===== src/rtl/rram_synapse_row.sv =====
// Row of N_CELL RRAM synapse conductances sharing one word line.
// Supports SET pulse programming, serial forward MAC and a serial backward pass with in-place update.
module rram_synapse_row #(
  parameter int N_CELL   = 4,
  parameter int W_W      = 8,
  parameter int X_W      = 8,
  parameter int D_W      = 8,
  parameter int LR_SHIFT = 3,
  parameter int SET_STEP = 1,
  localparam int SEL_W   = (N_CELL > 1) ? $clog2(N_CELL) : 1,
  localparam int ACC_W   = W_W + X_W + SEL_W,
  localparam int DO_W    = D_W + 1 + W_W
) (
  input  logic                    clk,
  input  logic                    rst,
  input  logic                    wl,
  input  logic [1:0]              cmd,
  input  logic [7:0]              cmd_arg,
  input  logic [SEL_W-1:0]        cmd_sel,
  input  logic                    cmd_valid,
  output logic                    cmd_ready,
  input  logic [N_CELL*X_W-1:0]   x_in,
  input  logic [D_W-1:0]          d_in1,
  input  logic [D_W-1:0]          d_in2,
  output logic [ACC_W-1:0]        acc_out,
  output logic                    acc_valid,
  output logic [DO_W-1:0]         dlt_out,
  output logic [SEL_W-1:0]        dlt_idx,
  output logic                    dlt_valid,
  output logic                    done,
  output logic [W_W-1:0]          g_out
);

  localparam logic [1:0] CMD_CLR = 2'd0;
  localparam logic [1:0] CMD_SET = 2'd1;
  localparam logic [1:0] CMD_FWD = 2'd2;
  localparam logic [1:0] CMD_BCK = 2'd3;

  localparam logic [SEL_W:0]   NC_V = (SEL_W+1)'(N_CELL);
  localparam logic [SEL_W-1:0] LAST = SEL_W'(N_CELL - 1);
  localparam int P_W = D_W + 1 + W_W + X_W + 2;
  localparam int U_W = D_W + 1 + X_W + 1;

  typedef enum logic [1:0] {S_IDLE, S_SET, S_FWD, S_BACK} state_t;

  state_t                          state_q, state_d;
  logic [N_CELL-1:0][W_W-1:0]      g_q, g_d;
  logic [N_CELL-1:0][X_W-1:0]      x_q, x_d;
  logic [D_W-1:0]                  d1_q, d1_d, d2_q, d2_d;
  logic [SEL_W-1:0]                sel_q, sel_d, idx_q, idx_d;
  logic [7:0]                      cnt_q, cnt_d;
  logic [ACC_W-1:0]                acc_q, acc_d, acc_out_q, acc_out_d;
  logic [DO_W-1:0]                 dlt_out_q, dlt_out_d;
  logic [SEL_W-1:0]                dlt_idx_q, dlt_idx_d;
  logic                            acc_valid_q, acc_valid_d;
  logic                            dlt_valid_q, dlt_valid_d;
  logic                            done_q, done_d;

  logic                            accept, last, sel_ok;
  logic [W_W-1:0]                  g_cur, g_sel, set_val, g_new;
  logic [X_W-1:0]                  x_cur, xq;
  logic [W_W:0]                    set_sum;
  logic [W_W+X_W-1:0]              prod_fwd;
  logic [ACC_W-1:0]                acc_sum;
  logic signed [D_W:0]             dsum;
  logic [X_W:0]                    x_comp;
  logic [2*X_W:0]                  x_sq;
  logic signed [P_W-1:0]           dsum_p, g_p, xq_p, p_dlt;
  logic signed [U_W-1:0]           dsum_u, x_u, p_upd, upd;
  logic signed [U_W+1:0]           g_diff;
  logic [DO_W-1:0]                 dlt_val;

  assign cmd_ready = (state_q == S_IDLE) && wl && !rst;
  assign accept    = cmd_valid && cmd_ready;
  assign last      = (idx_q == LAST);
  assign sel_ok    = ({1'b0, sel_q} < NC_V);

  assign g_out     = ({1'b0, cmd_sel} < NC_V) ? g_q[cmd_sel] : '0;
  assign acc_out   = acc_out_q;
  assign acc_valid = acc_valid_q;
  assign dlt_out   = dlt_out_q;
  assign dlt_idx   = dlt_idx_q;
  assign dlt_valid = dlt_valid_q;
  assign done      = done_q;

  // Per-cell datapath shared by FWD and BACK; idx_q walks the row.
  always_comb begin
    g_cur    = g_q[idx_q];
    x_cur    = x_q[idx_q];
    g_sel    = sel_ok ? g_q[sel_q] : '0;
    set_sum  = {1'b0, g_sel} + (W_W+1)'(SET_STEP);
    set_val  = set_sum[W_W] ? '1 : set_sum[W_W-1:0];

    prod_fwd = {{X_W{1'b0}}, g_cur} * {{W_W{1'b0}}, x_cur};
    acc_sum  = acc_q + {{SEL_W{1'b0}}, prod_fwd};

    dsum     = {d1_q[D_W-1], d1_q} + {d2_q[D_W-1], d2_q};
    x_comp   = {1'b1, {X_W{1'b0}}} - {1'b0, x_cur};
    x_sq     = {{(X_W+1){1'b0}}, x_cur} * {{X_W{1'b0}}, x_comp};
    xq       = X_W'(x_sq >> X_W);

    dsum_p   = {{(P_W-D_W-1){dsum[D_W]}}, dsum};
    g_p      = {{(P_W-W_W){1'b0}}, g_cur};
    xq_p     = {{(P_W-X_W){1'b0}}, xq};
    p_dlt    = dsum_p * g_p * xq_p;
    dlt_val  = DO_W'(p_dlt >>> X_W);

    // Floor-shifted learning-rate step, then clamp to the conductance range.
    dsum_u   = {{(U_W-D_W-1){dsum[D_W]}}, dsum};
    x_u      = {{(U_W-X_W){1'b0}}, x_cur};
    p_upd    = dsum_u * x_u;
    upd      = p_upd >>> (X_W + LR_SHIFT);
    g_diff   = $signed({{(U_W+2-W_W){1'b0}}, g_cur}) - $signed({{2{upd[U_W-1]}}, upd});
    if (g_diff[U_W+1])           g_new = '0;
    else if (|g_diff[U_W:W_W])   g_new = '1;
    else                         g_new = g_diff[W_W-1:0];
  end

  always_comb begin
    state_d     = state_q;
    g_d         = g_q;
    x_d         = x_q;
    d1_d        = d1_q;
    d2_d        = d2_q;
    sel_d       = sel_q;
    idx_d       = idx_q;
    cnt_d       = cnt_q;
    acc_d       = acc_q;
    acc_out_d   = acc_out_q;
    dlt_out_d   = dlt_out_q;
    dlt_idx_d   = dlt_idx_q;
    acc_valid_d = 1'b0;
    dlt_valid_d = 1'b0;
    done_d      = 1'b0;

    case (state_q)
      S_IDLE: begin
        if (accept) begin
          sel_d = cmd_sel;
          cnt_d = cmd_arg;
          x_d   = x_in;
          d1_d  = d_in1;
          d2_d  = d_in2;
          idx_d = '0;
          acc_d = '0;
          case (cmd)
            CMD_CLR: begin
              g_d    = '0;
              done_d = 1'b1;
            end
            CMD_SET: begin
              if (cmd_arg == 8'd0) done_d  = 1'b1;
              else                 state_d = S_SET;
            end
            CMD_FWD: state_d = S_FWD;
            CMD_BCK: state_d = S_BACK;
            default: state_d = S_IDLE;
          endcase
        end
      end
      S_SET: begin
        if (sel_ok) g_d[sel_q] = set_val;
        cnt_d = cnt_q - 8'd1;
        if (cnt_q == 8'd1) begin
          state_d = S_IDLE;
          done_d  = 1'b1;
        end
      end
      S_FWD: begin
        if (last) begin
          acc_out_d   = acc_sum;
          acc_valid_d = 1'b1;
          done_d      = 1'b1;
          state_d     = S_IDLE;
        end else begin
          acc_d = acc_sum;
          idx_d = idx_q + 1'b1;
        end
      end
      S_BACK: begin
        g_d[idx_q]  = g_new;
        dlt_out_d   = dlt_val;
        dlt_idx_d   = idx_q;
        dlt_valid_d = 1'b1;
        if (last) begin
          done_d  = 1'b1;
          state_d = S_IDLE;
        end else begin
          idx_d = idx_q + 1'b1;
        end
      end
      default: state_d = S_IDLE;
    endcase

    // Word line low wins over everything, including a final-cycle strobe.
    if (!wl) begin
      state_d     = S_IDLE;
      g_d         = '0;
      acc_out_d   = '0;
      dlt_out_d   = '0;
      dlt_idx_d   = '0;
      acc_valid_d = 1'b0;
      dlt_valid_d = 1'b0;
      done_d      = 1'b0;
    end
  end

  always_ff @(posedge clk or posedge rst) begin
    if (rst) begin
      state_q     <= S_IDLE;
      g_q         <= '0;
      x_q         <= '0;
      d1_q        <= '0;
      d2_q        <= '0;
      sel_q       <= '0;
      idx_q       <= '0;
      cnt_q       <= '0;
      acc_q       <= '0;
      acc_out_q   <= '0;
      dlt_out_q   <= '0;
      dlt_idx_q   <= '0;
      acc_valid_q <= 1'b0;
      dlt_valid_q <= 1'b0;
      done_q      <= 1'b0;
    end else begin
      state_q     <= state_d;
      g_q         <= g_d;
      x_q         <= x_d;
      d1_q        <= d1_d;
      d2_q        <= d2_d;
      sel_q       <= sel_d;
      idx_q       <= idx_d;
      cnt_q       <= cnt_d;
      acc_q       <= acc_d;
      acc_out_q   <= acc_out_d;
      dlt_out_q   <= dlt_out_d;
      dlt_idx_q   <= dlt_idx_d;
      acc_valid_q <= acc_valid_d;
      dlt_valid_q <= dlt_valid_d;
      done_q      <= done_d;
    end
  end

endmodule


===== config.mk =====
export PLATFORM = sky130hd
export DESIGN_NAME = rram_synapse_row
export DESIGN_NICKNAME = d
export VERILOG_FILES = /design/src/rtl/rram_synapse_row.sv
export SDC_FILE = /design/constraint.sdc
export NUM_CORES = 1
export LEC_CHECK = 0
export ABC_AREA = 1
export CAP_MARGIN = 30
export CORE_ASPECT_RATIO = 1.1
export CORE_MARGIN = 1.5
export CORE_UTILIZATION = 58
export DETAILED_ROUTE_END_ITERATION = 8
export PLACE_DENSITY = 0.8
export SLEW_MARGIN = 20
export SYNTH_ARGS = -nofsm -noshare
export SYNTH_HDL_FRONTEND = slang
export SYNTH_SLANG_ARGS = --single-unit

===== constraint.sdc =====
create_clock -name clk -period 9.57 [get_ports clk]
set_input_delay 1.914 -clock clk [delete_from_list [all_inputs] [get_ports clk]]
set_output_delay 1.914 -clock clk [all_outputs]
set_load 0.02 [all_outputs]

== Word-level counts from Yosys, hierarchy flattened ==
Cells that the tools add are included.

* Logic and storage cells: 134
* Bits in writable memories: 0
* Output and inout port bits: 49
* Memory bits (read-only): 0
* Input port bits: 64
* Memories kept: 0
* Register bits after elaboration: 152
* Bits in latches: 0

* Shift operators: 0
* Eq/ne operators: 21
* Div/mod/pow operators: 0
* Multipliers: 5
* Bitwise logic cells: 0
* Magnitude comparators: 5
* $add $sub $neg: 7
* Reduce and logical (&&, ||, !) cells: 21
* Muxes and demuxes: 54

{| class="wikitable"
|+ Operator list
! cell !! number
|-
| two-way mux 32 bit || 3
|-
| one-hot mux 32 bit (3 select lines) || 1
|-
| two-way mux 18 bit || 5
|-
| two-way mux 8 bit || 10
|-
| binary-select mux 8 bit (select 2 bit) || 4
|-
| bitwise mux 32 bit || 2
|-
| multiplier 9 x 9 -> 18 bit || 2
|-
| one-hot mux 18 bit (2 select lines) || 1
|-
| two-way mux 17 bit || 2
|-
| demux 8 bit (select 2 bit) || 2
|-
| multiplier 18 x 9 -> 25 bit || 1
|-
| adder 18 x 16 -> 18 bit || 1
|-
| two-way mux 2 bit || 9
|-
| multiplier 8 x 8 -> 16 bit || 1
|-
| multiplier 8 x 9 -> 16 bit || 1
|-
| one-hot mux 8 bit (2 select lines) || 1
|-
| one-hot mux 2 bit (3 select lines) || 2
|-
| OR reduction 11 bit || 1
|-
| equality test 2 bit (second input constant) || 5
|-
| subtractor 9 x 7 -> 10 bit || 1
|-
| adder 8 x 1 -> 9 bit (second input constant) || 1
|-
| adder 8 x 8 -> 9 bit || 1
|-
| less-than comparator 2 x 3 -> 1 bit (second input constant) || 3
|-
| two-way mux 1 bit || 9
|-
| 25 further kinds || 44
|}

== Longest topological paths before layout ==
Gate-level depths: netlist of run 1.

* Depth in word-level cells: 10
* Depth in mapped cells: 54
* Depth with buffers taken out: 53

== Worst setup path after synthesis of run 1 ==
OpenSTA, ideal clock, no wires.

* Kind: flip-flop to flip-flop
* Start: register idx_q[0]
* End: register dlt_out_q[16], in the netlist dlt_out[16]
* Path slack: -0.353 ns
* Path buffers: 4
* Arrival: 9.857 ns
* Period minus slack after synthesis: 9.923 ns
* Library setup time: 0.066 ns
* Required time: 9.504 ns
* Stages on the path, launching flop included: 51
* Path through: dfrtp_1 > buf_6 > nand2_1 > nand3_2 > and2_1 > clkbuf_1 > inv_1 > buf_1 > ha_1 > nand2_1 > nor2_1 > nand2_1 > nor2_1 > ha_1 > nor2_1 > fa_1 > fa_1 > fa_1 > [... 15 more ...] > clkbuf_1 > nor2_1 > fa_1 > fa_1 > fa_1 > inv_1 > fa_1 > inv_1 > ha_1 > a21oi_1 > o21ai_0 > a21oi_1 > nor2_1 > a2111oi_0 > a21boi_0 > nand3b_1 > nand3_1 > nand2_1

* Word-level cells in the longest chain between the ends: 7
* Elaborated cells between the ends (all ways): 10
* Classes of those cells: 1 x add/sub; 3 x mul; 6 x mux

{| class="wikitable"
|+ Ends and longest elaborated chain
! what !! line !! text
|-
| from (decl) || 50 || <nowiki>logic [SEL_W-1:0] sel_q, sel_d, idx_q, idx_d;</nowiki>
|-
| from (signal assigned) || 232 || <nowiki>idx_q <= idx_d;</nowiki>
|-
| binary-select mux 8 bit (select 2 bit) || 89 || <nowiki>x_cur = x_q[idx_q];</nowiki>
|-
| two-way mux 8 bit (implied by the code) || 89 ||
|-
| subtractor 9 x 8 -> 9 bit || 98 || <nowiki>x_comp = {1'b1, {X_W{1'b0}}} - {1'b0, x_cur};</nowiki>
|-
| multiplier 8 x 9 -> 16 bit || 99 || <nowiki>x_sq = {{(X_W+1){1'b0}}, x_cur} * {{X_W{1'b0}}, x_comp};</nowiki>
|-
| multiplier 18 x 9 -> 25 bit (*) || 105 || <nowiki>p_dlt = dsum_p * g_p * xq_p;</nowiki>
|-
| two-way mux 17 bit (*) || 136 || <nowiki>case (state_q)</nowiki>
|-
| two-way mux 17 bit (*) || 196 || <nowiki>if (!wl) begin</nowiki>
|-
| to (signal assigned) || 236 || <nowiki>dlt_out_q <= dlt_out_d;</nowiki>
|-
| to (decl) || 53 || <nowiki>logic [DO_W-1:0] dlt_out_q, dlt_out_d;</nowiki>
|}

Mark *: on every way between the ends. The rest lies on a longest branch, timed or not. The select of a mux whose other input is x is not followed.
A chain may end at the register's enable or synchronous reset.

== Final worst setup path of run 1 ==
* Start: register d1_q[0]
* End: register dlt_out_q[16], in the netlist dlt_out[16]

* Word-level cells in the longest chain between the ends: 5

{| class="wikitable"
|+ Ends and longest elaborated chain
! what !! line !! text
|-
| from (decl) || 49 || <nowiki>logic [D_W-1:0] d1_q, d1_d, d2_q, d2_d;</nowiki>
|-
| from (signal assigned) || 213 || <nowiki>d1_q <= '0;</nowiki>
|-
| from (signal assigned) || 229 || <nowiki>d1_q <= d1_d;</nowiki>
|-
| adder 8 x 8 -> 9 bit || 97 || <nowiki>dsum = {d1_q[D_W-1], d1_q} + {d2_q[D_W-1], d2_q};</nowiki>
|-
| multiplier 9 x 9 -> 18 bit || 105 ||
|-
| multiplier 18 x 9 -> 25 bit || 105 ||
|-
| two-way mux 17 bit || 136 ||
|-
| two-way mux 17 bit || 196 ||
|}

Every way passes these cells. The select of a mux whose other input is x is not followed.

==> out/metrics.yaml, run 1 <==
dp_hpwl_um: 55900
track_usage: 0.348
status: "finished, violations left"
worstSetupStartpointType: "register"
root_buffer: "clkbuf_16"
drc_errors: 0
slew_viol_final: 0
core_mm2: 0.0405
yosys.area.top_type: "fa_1"
period_needed_ps: 9620
die_w_um: 197
grt_pass1_wl_um: 116000
setup_viol: 3
crit_family: "adder cells"
grt_antenna_before_repair: 0
synth.area.top_cells: "fa_1 (26%), dfrtp_1 (16%), nand2_1 (13%)"
required_ps: 9920
hold_viol_final: 0
synth.avg_cell_area_um2: 7.42
violations: "setup timing"
rows: 77
dieArea_mm2: 0.0424
layout-drive-gt1-share: 0.185
path_buf_inv: 13
area_growth_pct: 25.0
postLayoutCoreUtil: 0.739
pin_count: 113
synth_warnings: 0
syn_inst: 3222
cts_buffer_depth: 2
fin_skew_ps: 10.1
cts.sinks: 152
synth_edf_count: 0
synth.distinct_cells: 59
async_flop_share: 1.00
fill_cells: 2952
numCtsBuffers: 17
whs_ps: 483
post_drt_wl_per_cell_um: 17.9
arrival_ps: 9980
hold_path_class: "register to register"
max_freq_mhz: 104
fp.dieH_um: 216
dp_cells: 4021
rsz0062_at_grt: "true"
path_class: "register to register"
via_per_inst: 5.55
final_cell_mix: "nand2_1 (778), inv_1 (602), fa_1 (304)"
nets: 4181
dpl_cell_area_mm2: 0.0274
critPathMaxStageDelay_ps: 590
cpMostUsedCell: "nand2_1"
drt_first_pass_iters: 6
io_buffers: 112
crit_path_end_kind: "register"
postRouteAntennaNets: 0
overflow: 0
routed_wl_um: 73600
clk_latency_ps: 460
drv_cap: 0
seq_area_frac_synth: 0.159
worst_slack_ps: -54.7
start_util: 0.591
critPathMaxFanout: 6
cts-hold-fix-buffers: 0
yosys_register_bits: 152
grt_pass1_vias: 23500
dr_total_vias: 22800
synth_top_area_frac: 0.265
synth_flop_cell: "dfrtp_1"
critical_path.slowest_cell: "fa_1"
final_cells: 4105
cts_tree: "yes"
initialDrtViolationCount: 1768
htree_levels: 4
tightest_slew_ps: 941
period_share: 1.01
path_clk_slew_ps: 70
n_antenna_cell: 0
fin_area_mm2: 0.0299
grt_max_degree: 96
layout_commonest_cell: "nand2_1"
netlist_area_mm2: 0.0239
gp_congestion: 0.946
relSlewSlack: 0.372
worst paths after layout:
path	depth (start not counted)	end	startpoint	slack, ps
setup reg to reg	51	dlt_out[16]	d1_q[0]	-50
hold reg to reg	2	dlt_idx[1]	dlt_idx[1]	480
setup / recovery	51	dlt_out[16]	d1_q[0]	-50
max in group asynchronous	3	dlt_out[0]	rst	6200
hold / removal	2	dlt_idx[1]	dlt_idx[1]	480
min in group asynchronous	2	x_q[14]	rst	2020
flip-flops by register name, summed over array words and instances, names as in the netlist:
register   cells
x_q           32
dlt_idx        2
d1_q           8
state_q        2
acc_valid      1
dlt_out       17
d2_q           8
acc_q         18
acc_out       18
cnt_q          8
idx_q          2
sel_q          2
g_q           32
dlt_valid      1
done           1
metal layers:
layer | up-vias | routed length (um) | GRT usage
met2 | 964 | 36100 | 0.598
met4 | 0 | 3480 | 0.153
li1 | 10500 | - | -
met5 | - | 0 | 0
met1 | 11100 | 28600 | 0.433
met3 | 232 | 5350 | 0.0541
layout make-up:
| class | instances | area, um^2 | area share |
|---|---|---|---|
| inverter | 672 | 2560 | 0.0856 |
| clock inverter | 12 | 165 | 0.00553 |
| sequential | 152 | 3800 | 0.127 |
| multi-input combinational | 2306 | 18500 | 0.620 |
| clock buffer | 20 | 467 | 0.0156 |
| timing repair inverter | 1 | 5.00 | 0.000167 |
| tap | 513 | 642 | 0.0215 |
| timing repair buffer | 429 | 3710 | 0.124 |
cell families after synthesis:
family	Yosys count	synth area share
simple gates	1319	0.224
buf+inv	767	0.122
fa+ha+maj	538	0.381
compound gates	379	0.0905
flops	152	0.159
xor+xnor	65	0.0238
other cells	2	0.000314
worst reg2reg max path, delay by kind of cell, from the launching register on:
family / cells / cell delay [ps]
fa+ha+maj: 12 / 5130
compound gates: 7 / 940
flops: 1 / 390
buf+inv: 13 / 1090
simple gates: 19 / 1990
per-stage QoR:
step                setup TNS [ps]  worst slack, ps
floorplan                        0             10.5
global placement              -578             -227
detailed placement           -2350             -431
CTS                              0             4.88
global route                 -4010             -519
finish                        -121            -54.7
Yosys cell counts (all sizes together), types with 3 or more instances:
| cell type | instances |
|---|---|
| fa | 316 |
| buf | 24 |
| nand2 | 847 |
| nand4 | 14 |
| xnor2 | 30 |
| xor2 | 35 |
| nand3 | 95 |
| o211ai | 24 |
| or2 | 14 |
| a32oi | 4 |
| o21ai | 112 |
| nor4 | 8 |
| a221oi | 3 |
| o21a | 4 |
| nor2 | 320 |
| nor3 | 11 |
| a21oi | 172 |
| ha | 222 |
| and2 | 3 |
| clkbuf | 71 |
| nand3b | 5 |
| o22ai | 18 |
| dfrtp | 152 |
| inv | 663 |
| a21o | 4 |
| clkinv | 9 |
| o21bai | 14 |
| a31oi | 8 |
repair_timing:
action                     CTS  global route
buffers inserted            11            40
cloned                       0             2
resized for setup           65           314
setup endpoints to repair   13            17
pin swaps                   23           115
Power of run 1 is not shown: default switching activity piles up to over one toggle a cycle in this logic, so the estimate is an artifact.
==> inputs of run 2 (changes only) <==
CORE_UTILIZATION = 64   (was 58)
PLACE_DENSITY = 0.92   (was 0.8)
clock period = 9.4 ns   (was 9.57 ns; I/O delays follow)
==> run 2 against run 1 <==
  * The run now fails in 5_1_grt
  * Synthesized area unchanged
  * Synthesized cell count unchanged
==> out/metrics.yaml, run 2 <==
io_buffers: 112
yosysMostFrequentCell: "nand2_1"
synth_top_area_frac: 0.265
synth_edf_count: 0
worst-ep-kind: "register data pin"
dpl_cell_area_mm2: 0.0271
overflow: 28
synth.area.top_cells: "fa_1 (26%), dfrtp_1 (16%), nand2_1 (13%)"
cts_buffer_depth: 2
fp.dieH_um: 206
yosys.area.top_type: "fa_1"
dp_cells: 3975
pin_count: 113
worstEndpointGrtRepair: "dlt_out[16]$_DFFE_PP0P_/D"
async_flop_share: 1.00
start_util: 0.647
grt_max_degree: 83
cts-hold-fix-buffers: 0
status: "did not finish"
root_buffer: "clkbuf_16"
seq_area_frac_synth: 0.159
stop_stage: "5_1_grt"
gp_congestion: 0.981
firstError: "[ERROR GRT-0232] Routing congestion too high. Check the congestion heatmap in the GUI."
yosys_register_bits: 152
synth_warnings: 0
cts.sinks: 152
synth_flop_cell: "dfrtp_1"
numCtsBuffers: 17
netlist_area_mm2: 0.0239
syn_inst: 3222
synth.avg_cell_area_um2: 7.42
die_w_um: 187
htree_levels: 4
dp_hpwl_um: 55700
track_usage: 0.671
rows: 74
synthTopCellsByCount: "nand2_1 (835), inv_1 (650), fa_1 (316), nor2_1 (314), ha_1 (222)"
synth.distinct_cells: 59
[run 2: cell counts after synthesis]
Identical to the previous run, type by type.
[run 2: repair_timing]
action | 4_1_cts
pin swaps | 39
gates resized for setup | 89
setup endpoints to repair | 17
buffers inserted | 17
gates cloned | 0
[run 2: per-stage QoR]
step                      setup slack [ps]  utilization  TNS [ps]
after floorplan                       14.9            -         0
after global placement               -89.1        0.734      -242
after detailed placement              -579        0.735     -3420
after CTS                             -210        0.763      -300
[run 2: layer usage]
layer,GRT overflow,GRT usage
met1,0,0.650
met2,18,0.853
met3,0,0.515
met4,10,0.674
met5,0,0.297
[run 2: cells by family after synthesis]
kind of cell / count (synthesis) / synth area share
buffers and inverters: 767 / 0.122
other: 2 / 0.000314
AO/OA/AOI/OAI: 379 / 0.0905
AND/OR/NAND/NOR: 1319 / 0.224
XOR/XNOR: 65 / 0.0238
adder cells (fa/ha/maj): 538 / 0.381
flip-flops: 152 / 0.159
==> inputs of run 3 (changes only) <==
CORE_ASPECT_RATIO = not set   (was 1.1)
CORE_UTILIZATION = 40   (was 64)
PLACE_DENSITY = not set   (was 0.92)
PLACE_DENSITY_LB_ADDON = 0.15   (was not set)
==> run 3 against run 2 <==
  * The flow now finishes, with violations (setup timing)
==> out/metrics.yaml, run 3 (synthesized netlist as in run 1, its figures left out) <==
io_buffers: 112
rsz0062_at_grt: "true"
relSlewSlack: 0.427
grt_max_degree: 87
routed_wl_um: 71400
violations: "setup timing"
grt_pass1_wl_um: 116000
overflow: 0
critical_path.slowest_cell: "fa_1"
arrival_ps: 9920
grt_pass1_vias: 22400
path_buf_inv: 16
reg_top3: "g_q x32, x_q x32"
hold_viol_final: 0
grt_antenna_before_repair: 0
track_usage: 0.239
worstSetupStartpointType: "register"
layout_commonest_cell: "nand2_1"
start_util: 0.405
max_freq_mhz: 105
via_per_inst: 4.97
dieArea_mm2: 0.0612
whs_ps: 484
drt_first_pass_iters: 8
n_antenna_cell: 0
tightest_slew_ps: 859
cts.sinks: 152
setup_viol: 1
period_share: 1.02
root_buffer: "clkbuf_16"
cts_buffer_depth: 2
fp.dieH_um: 247
fill_cells: 5734
slew_viol_final: 0
drc_errors: 0
required_ps: 9770
area_growth_pct: 29.0
drv_cap: 0
critPathMaxStageDelay_ps: 530
period_needed_ps: 9550
crit_path_end_kind: "register"
initialDrtViolationCount: 1294
gp_congestion: 0.910
htree_levels: 4
pin_count: 113
worst_slack_ps: -152
crit_family: "adder cells"
hold_path_class: "register to register"
postRouteAntennaNets: 0
nets: 4246
die_w_um: 247
path_class: "register to register"
dr_total_vias: 22000
critPathMaxFanout: 5
status: "finished, violations left"
cts_tree: "yes"
rows: 89
fin_skew_ps: 12.7
post_drt_wl_per_cell_um: 16.1
path_clk_slew_ps: 70
final_cell_mix: "nand2_1 (772), inv_1 (600), buf_4 (345)"
numCtsBuffers: 17
clk_latency_ps: 490
layout-drive-gt1-share: 0.208
core_mm2: 0.0590
dp_hpwl_um: 57100
## run 3: cell type report
| class | count | area (um^2) | area share |
|---|---|---|---|
| Clock buffer | 17 | 425 | 0.0138 |
| Timing Repair Buffer | 495 | 4220 | 0.137 |
| Sequential cell | 152 | 3800 | 0.123 |
| Multi-Input combinational cell | 2306 | 18700 | 0.605 |
| Tap cell | 773 | 967 | 0.0314 |
| Clock inverter | 15 | 179 | 0.00580 |
| Inverter | 672 | 2570 | 0.0834 |
## run 3: what timing repair did
action	CTS	global route
pin swaps	79	148
gates resized for setup	144	260
endpoints found under the setup margin	17	17
hold buffers	0	0
setup buffers	20	48
## run 3: tightest hold or removal path: stages, from the launching register on
cell	delay, ps
dfrtp_1	350
nand2_1	50
nand2_1	50
## run 3: per-layer routing
metal / wire (um) / vias up / GRT usage
li1: - / 10600 / -
met1: 32100 / 10800 / 0.325
met4: 1020 / 0 / 0.0490
met5: 0 / - / 0
met3: 3600 / 72 / 0.0335
met2: 34700 / 550 / 0.406
## run 3: worst paths after layout
| path | start | endpoint | slack, ps | depth (start not counted) |
|---|---|---|---|---|
| max | d1_q[2] | dlt_out[16] | -150 | 57 |
| min | x_q[26] | x_q[26] | 480 | 2 |
| max reg2reg | d1_q[2] | dlt_out[16] | -150 | 57 |
| min reg2reg | x_q[26] | x_q[26] | 480 | 2 |
| max in group asynchronous | rst | dlt_out[0] | 6370 | 4 |
| min in group asynchronous | rst | x_q[22] | 1920 | 2 |
## run 3: metrics by stage
stage | TNS [ps] | instances | worst slack, ps | util | area (um^2)
6_report | -152 | 4430 | -152 | 0.523 | 30800
3_5_place_dp | -3670 | 4331 | -516 | 0.476 | 28100
3_3_place_gp | -2570 | 4330 | -430 | 0.476 | 28100
2_1_floorplan | 0 | 3225 | 14.9 | - | 24000
5_1_grt | -5070 | 4430 | -630 | 0.523 | 30800
4_1_cts | -44.0 | 4383 | -41.6 | 0.498 | 29400
Power of run 3 is left out for the same reason.
